--- src/rtl/diff_pkg.sv ---
// Shared widths and the pixel clamp used by the add-back stage and other filter stages.
package diff_pkg;

    localparam int PIX_W  = 8;
    localparam int DIFF_W = 9;
    localparam int SUM_W  = 10;
    localparam logic [PIX_W-1:0] PIX_MAX = 8'd255;

    // Returns {sat, pix}: sat is set whenever the sum had to be clamped.
    function automatic logic [PIX_W:0] clamp_pix(input logic signed [SUM_W-1:0] sum);
        logic [PIX_W:0] r;
        if (sum < 0) begin
            r = {1'b1, {PIX_W{1'b0}}};
        end else if (sum > 10'sd255) begin
            r = {1'b1, PIX_MAX};
        end else begin
            r = {1'b0, sum[PIX_W-1:0]};
        end
        return r;
    endfunction

endpackage

--- src/rtl/diff_add_back_clamp.sv ---
// Combinational clamp of a signed sum onto the 0..255 pixel range.
module pix_clamp
    import diff_pkg::*;
(
    input  logic signed [SUM_W-1:0] sum_i,
    output logic [PIX_W-1:0]        pix_o,
    output logic                    sat_o
);

    assign {sat_o, pix_o} = clamp_pix(sum_i);

endmodule

--- src/rtl/diff_add_back.sv ---
// Reconstructs base + (diff >>> SHIFT) clamped to 0..255 through a two-stage
// valid/ready pipeline and counts clamped beats per frame.
module diff_add_back
    import diff_pkg::*;
#(
    parameter int SHIFT = 0,
    parameter int CNT_W = 16
) (
    input  logic              clk,
    input  logic              rst_n,
    input  logic              in_valid,
    output logic              in_ready,
    input  logic [PIX_W-1:0]  in_base,
    input  logic [DIFF_W-1:0] in_diff,
    input  logic              in_sof,
    input  logic              in_eol,
    output logic              out_valid,
    input  logic              out_ready,
    output logic [PIX_W-1:0]  out_pix,
    output logic              out_sof,
    output logic              out_eol,
    output logic [CNT_W-1:0]  sat_cnt
);

    // Handshake: a beat moves on a rising edge where valid && ready; a stage
    // loads when it is empty or its current beat leaves in the same cycle.
    logic                    rdy_q, rdy_d;
    logic                    v1_q, v1_d;
    logic signed [SUM_W-1:0] sum_q, sum_d;
    logic                    sof1_q, sof1_d, eol1_q, eol1_d;
    logic                    v2_q, v2_d;
    logic [PIX_W-1:0]        pix_q, pix_d;
    logic                    sof2_q, sof2_d, eol2_q, eol2_d;
    logic                    sat2_q, sat2_d;
    logic [CNT_W-1:0]        cnt_q, cnt_d;

    logic signed [SUM_W-1:0] diff_ext, diff_sh, base_ext, sum_s1;
    logic [PIX_W-1:0]        clamp_pix_w;
    logic                    clamp_sat_w;
    logic                    adv1, adv2, drain;

    assign diff_ext = signed'({in_diff[DIFF_W-1], in_diff});
    assign diff_sh  = diff_ext >>> SHIFT;
    assign base_ext = signed'({2'b00, in_base});
    assign sum_s1   = diff_sh + base_ext;

    pix_clamp u_clamp (
        .sum_i (sum_q),
        .pix_o (clamp_pix_w),
        .sat_o (clamp_sat_w)
    );

    assign adv2     = !v2_q || out_ready;
    assign adv1     = rdy_q && (!v1_q || adv2);
    assign drain    = v2_q && out_ready;
    assign in_ready = adv1;

    always_comb begin
        rdy_d  = 1'b1;
        v1_d   = v1_q;
        sum_d  = sum_q;
        sof1_d = sof1_q;
        eol1_d = eol1_q;
        v2_d   = v2_q;
        pix_d  = pix_q;
        sof2_d = sof2_q;
        eol2_d = eol2_q;
        sat2_d = sat2_q;
        cnt_d  = cnt_q;

        if (adv1) begin
            v1_d = in_valid;
            if (in_valid) begin
                sum_d  = sum_s1;
                sof1_d = in_sof;
                eol1_d = in_eol;
            end
        end

        if (adv2) begin
            v2_d = v1_q;
            if (v1_q) begin
                pix_d  = clamp_pix_w;
                sat2_d = clamp_sat_w;
                sof2_d = sof1_q;
                eol2_d = eol1_q;
            end
        end

        // A frame start restarts the count with the draining beat already included.
        if (drain) begin
            if (sof2_q) begin
                cnt_d = CNT_W'(sat2_q);
            end else if (cnt_q != {CNT_W{1'b1}}) begin
                cnt_d = cnt_q + CNT_W'(sat2_q);
            end
        end
    end

    always_ff @(posedge clk or negedge rst_n) begin
        if (!rst_n) begin
            rdy_q  <= 1'b0;
            v1_q   <= 1'b0;
            sum_q  <= '0;
            sof1_q <= 1'b0;
            eol1_q <= 1'b0;
            v2_q   <= 1'b0;
            pix_q  <= '0;
            sof2_q <= 1'b0;
            eol2_q <= 1'b0;
            sat2_q <= 1'b0;
            cnt_q  <= '0;
        end else begin
            rdy_q  <= rdy_d;
            v1_q   <= v1_d;
            sum_q  <= sum_d;
            sof1_q <= sof1_d;
            eol1_q <= eol1_d;
            v2_q   <= v2_d;
            pix_q  <= pix_d;
            sof2_q <= sof2_d;
            eol2_q <= eol2_d;
            sat2_q <= sat2_d;
            cnt_q  <= cnt_d;
        end
    end

    assign out_valid = v2_q;
    assign out_pix   = pix_q;
    assign out_sof   = sof2_q;
    assign out_eol   = eol2_q;
    assign sat_cnt   = cnt_q;

endmodule
--- config.mk ---
export PLATFORM = sky130hd
export DESIGN_NAME = diff_add_back
export DESIGN_NICKNAME = d
export VERILOG_FILES = /design/src/rtl/diff_pkg.sv /design/src/rtl/diff_add_back_clamp.sv /design/src/rtl/diff_add_back.sv
export SDC_FILE = /design/constraint.sdc
export NUM_CORES = 1
export LEC_CHECK = 0
export ABC_AREA = 1
export BUFFER_PORTS_ARGS = -buffer_cell sky130_fd_sc_hd__buf_2
export CELL_PAD_IN_SITES_DETAIL_PLACEMENT = 1
export CELL_PAD_IN_SITES_GLOBAL_PLACEMENT = 1
export CORE_UTILIZATION = 35
export DETAILED_ROUTE_END_ITERATION = 12
export PLACE_DENSITY_LB_ADDON = 0.25
export SYNTH_ARGS = -nofsm -noshare
export SYNTH_HDL_FRONTEND = slang
export SYNTH_SLANG_ARGS = --single-unit
--- constraint.sdc ---
create_clock -name clk -period 1.9 [get_ports clk]
set_clock_uncertainty 0.1 [all_clocks]
set_input_delay 0.19 -clock clk [delete_from_list [all_inputs] [get_ports clk]]
set_output_delay 0.19 -clock clk [all_outputs]
set_load 0.02 [all_outputs]
==> results.json <==
{
  "worst-path-max-fanout": 7,
  "first_global_vias": 2280,
  "antenna_found_initial": 0,
  "rsz0062_at_grt": "false",
  "fin_crit_ns": 1.75,
  "peakVddDrop_uv": 289,
  "worst_pin_slew_ns": 0.554,
  "cts-htree-levels": 2,
  "start_util_pct": 37.1,
  "place_congestion": 0.816,
  "power_switching_uw": 997,
  "clk_latency_ns": 0.30,
  "final_cell_mix": "nand2_1 (116), buf_2 (50), dfrtp_1 (42), inv_1 (31), o21ai_0 (31)",
  "syn2layout_area_growth_pct": 20.5,
  "grt_util_met1_pct": 28.0,
  "hpwl_mm": 4.88,
  "status": "finished clean",
  "maxSlewViolCount": 0,
  "p_leak_uw": 0.00156,
  "avgViaCountPerCell": 4.90,
  "routed_wire_length_per_instance_um": 14.0,
  "power.total_uw": 2660,
  "finalSetupViolCount": 0,
  "path_clk_slew_ns": 0.09,
  "crit_chain": "nand2_1 -> nor3_1 -> nand3_1 -> o21bai_4 -> inv_1 -> nand2_1 -> nand2_1",
  "postCtsSetupBuffers": 0,
  "hold_path_class": "input port to register",
  "ys_seq_area_share_pct": 43.4,
  "ys_types": 25,
  "largest_reg_flops": 16,
  "crit_required_ns": 1.98,
  "coreArea_sq_mm": 0.00653,
  "clk_path_buf_depth": 2,
  "synth-seq-cells": 42,
  "ys.flop_type": "dfrtp_1",
  "syn-num-nets": 357,
  "final_util_pct": 44.7,
  "grt_busiest_layer": "met2",
  "worst-setup-path-type": "register to register",
  "track_usage_pct": 19.3,
  "post-route-drc-count": 0,
  "vias": 2275,
  "p_clk_share_pct": 23.2,
  "cts_sinks": 42,
  "die_w_um": 85.2,
  "synth_edf_count": 0,
  "endpoint_kind": "register",
  "fin_tns_setup_ns": 0,
  "layout_commonest_cell": "nand2_1",
  "die_area_sq_mm": 0.00726,
  "crit_arrival_ns": 1.82,
  "relSlewSlack_pct": 63.1,
  "finalNetCount": 420,
  "p_int_uw": 1670,
  "ant_nets": 0,
  "sequentialPowerShare_pct": 45.1,
  "yosysWarnings": 0,
  "drt_iter0_markers": 126,
  "power.density_mw_per_mm2": 913,
  "ios": 51,
  "sw_frac_of_total_pct": 37.4,
  "async_flop_share_pct": 100,
  "cp_slowest_cell": "dfrtp_1",
  "period_share_pct": 91.9,
  "drv_cap": 0,
  "cts_buffers": 5,
  "first_pass_iters": 4,
  "synth_cells": 323,
  "tritoncts": "yes",
  "grt_max_degree": 43,
  "cp-start-kind": "register",
  "grt_pass1_wl_mm": 11.0,
  "antenna_cells": 0,
  "portBuffers": 50,
  "drive_above_1_share_pct": 18.9,
  "grt_use_met2_pct": 29.7,
  "avgSynthCellArea_sq_um": 7.50,
  "cts_root_buf": "clkbuf_8",
  "syn_area_sq_mm": 0.00242,
  "wl_mm": 6.50,
  "max_stage_delay_ns": 0.48,
  "nFillCells": 846,
  "gr-usage-met3_pct": 2.14,
  "die_h_um": 85.2,
  "cpLargestDelayFamily": "simple AND/OR/NAND/NOR gates",
  "max_freq_mhz": 573,
  "std_cell_rows": 29,
  "crit_top_cell": "nand2_1",
  "hold_viol": 0,
  "power_frac_comb_pct": 31.7,
  "grt_overflow": 0,
  "path_buf_inv": 1
}
==> metrics by stage <==
stage	setup WS (ns)	area, sq um	std cells	hold WS [ns]
5_1_grt	0.00757	2920	464	0.0308
3_5_place_dp	0.153	2800	454	0.206
3_3_place_gp	0.215	2800	454	0.205
4_1_cts	0.138	2920	464	0.0127
2_1_floorplan	0.188	2420	323	-0.206
6_report	0.153	2920	464	0.0223
==> synth_stat cells (3+ instances only) <==
cell / number / area [sq um]
nand2_1: 116 / 435
nand3_1: 26 / 130
o21ai_0: 31 / 155
a21oi_1: 5 / 25.0
xnor2_1: 3 / 26.3
nor3_1: 3 / 15.0
dfrtp_1: 42 / 1050
nor2_1: 25 / 93.8
inv_1: 31 / 116
ha_1: 10 / 125
nand4_1: 4 / 25.0
xor2_1: 7 / 61.3
==> cell families (layout without fill, tap and decap cells) <==
family	Yosys count	in the layout	share of synthesized area (%)
simple gates	179	179	30.5
flops	42	42	43.4
compound gates	41	41	9.45
buf+inv	39	103	6.92
fa+ha+maj	11	11	5.99
xor+xnor	10	10	3.62
other cells	1	1	0.155
==> per-layer routing <==
layer	wire, um	vias to the layer above
li1	-	1152
met1	3420	1085
met2	2870	34
met3	140	4
met4	65	0
met5	0	-
==> worst min-delay path, delay by kind of cell <==
kind | cells | cell delay, ns
and+or+nand+nor | 2 | 0.11
buffers and inverters | 1 | 0.08
==> repair_timing <==
item                       CTS  global route
resized for setup            0             0
hold buffers                 2             0
hold endpoints to repair    43             0
setup endpoints to repair    0             0
==> final cells by class <==
class                      count  area (sq um)  share of cell area (%)
clock inverter                 2          12.5                   0.429
sequential                    42          1050                    36.0
timing repair buffer          63           353                    12.1
inverter                      32           120                    4.11
tap                           77          96.3                    3.30
clock buffer                   6          82.6                    2.83
multi-input combinational    242          1200                    41.2
==> path summary, 6_finish.rpt <==
path	slack, ns	start	endpoint	depth (start not counted)
min in group asynchronous	0.40	rst_n	sat_cnt[9]	3
setup reg to reg	0.15	sat_cnt[3]	sat_cnt[4]	7
setup / recovery	0.15	sat_cnt[3]	sat_cnt[4]	7
max in group asynchronous	0.91	rst_n	sat_cnt[2]	3
hold / removal	0.02	in_sof	sof1_q	3
hold reg to reg	0.38	out_pix[5]	out_pix[5]	2
==> power by group through the flow <==
stage	sequential, uW	combinational, uW	clock, uW
2_1_floorplan	1340	398	0
3_3_place_gp	1210	826	0
3_5_place_dp	1220	846	0
4_1_cts	1200	858	644
5_1_grt	1230	949	677
6_report	1200	845	617
(Power assumes the default switching activity.)
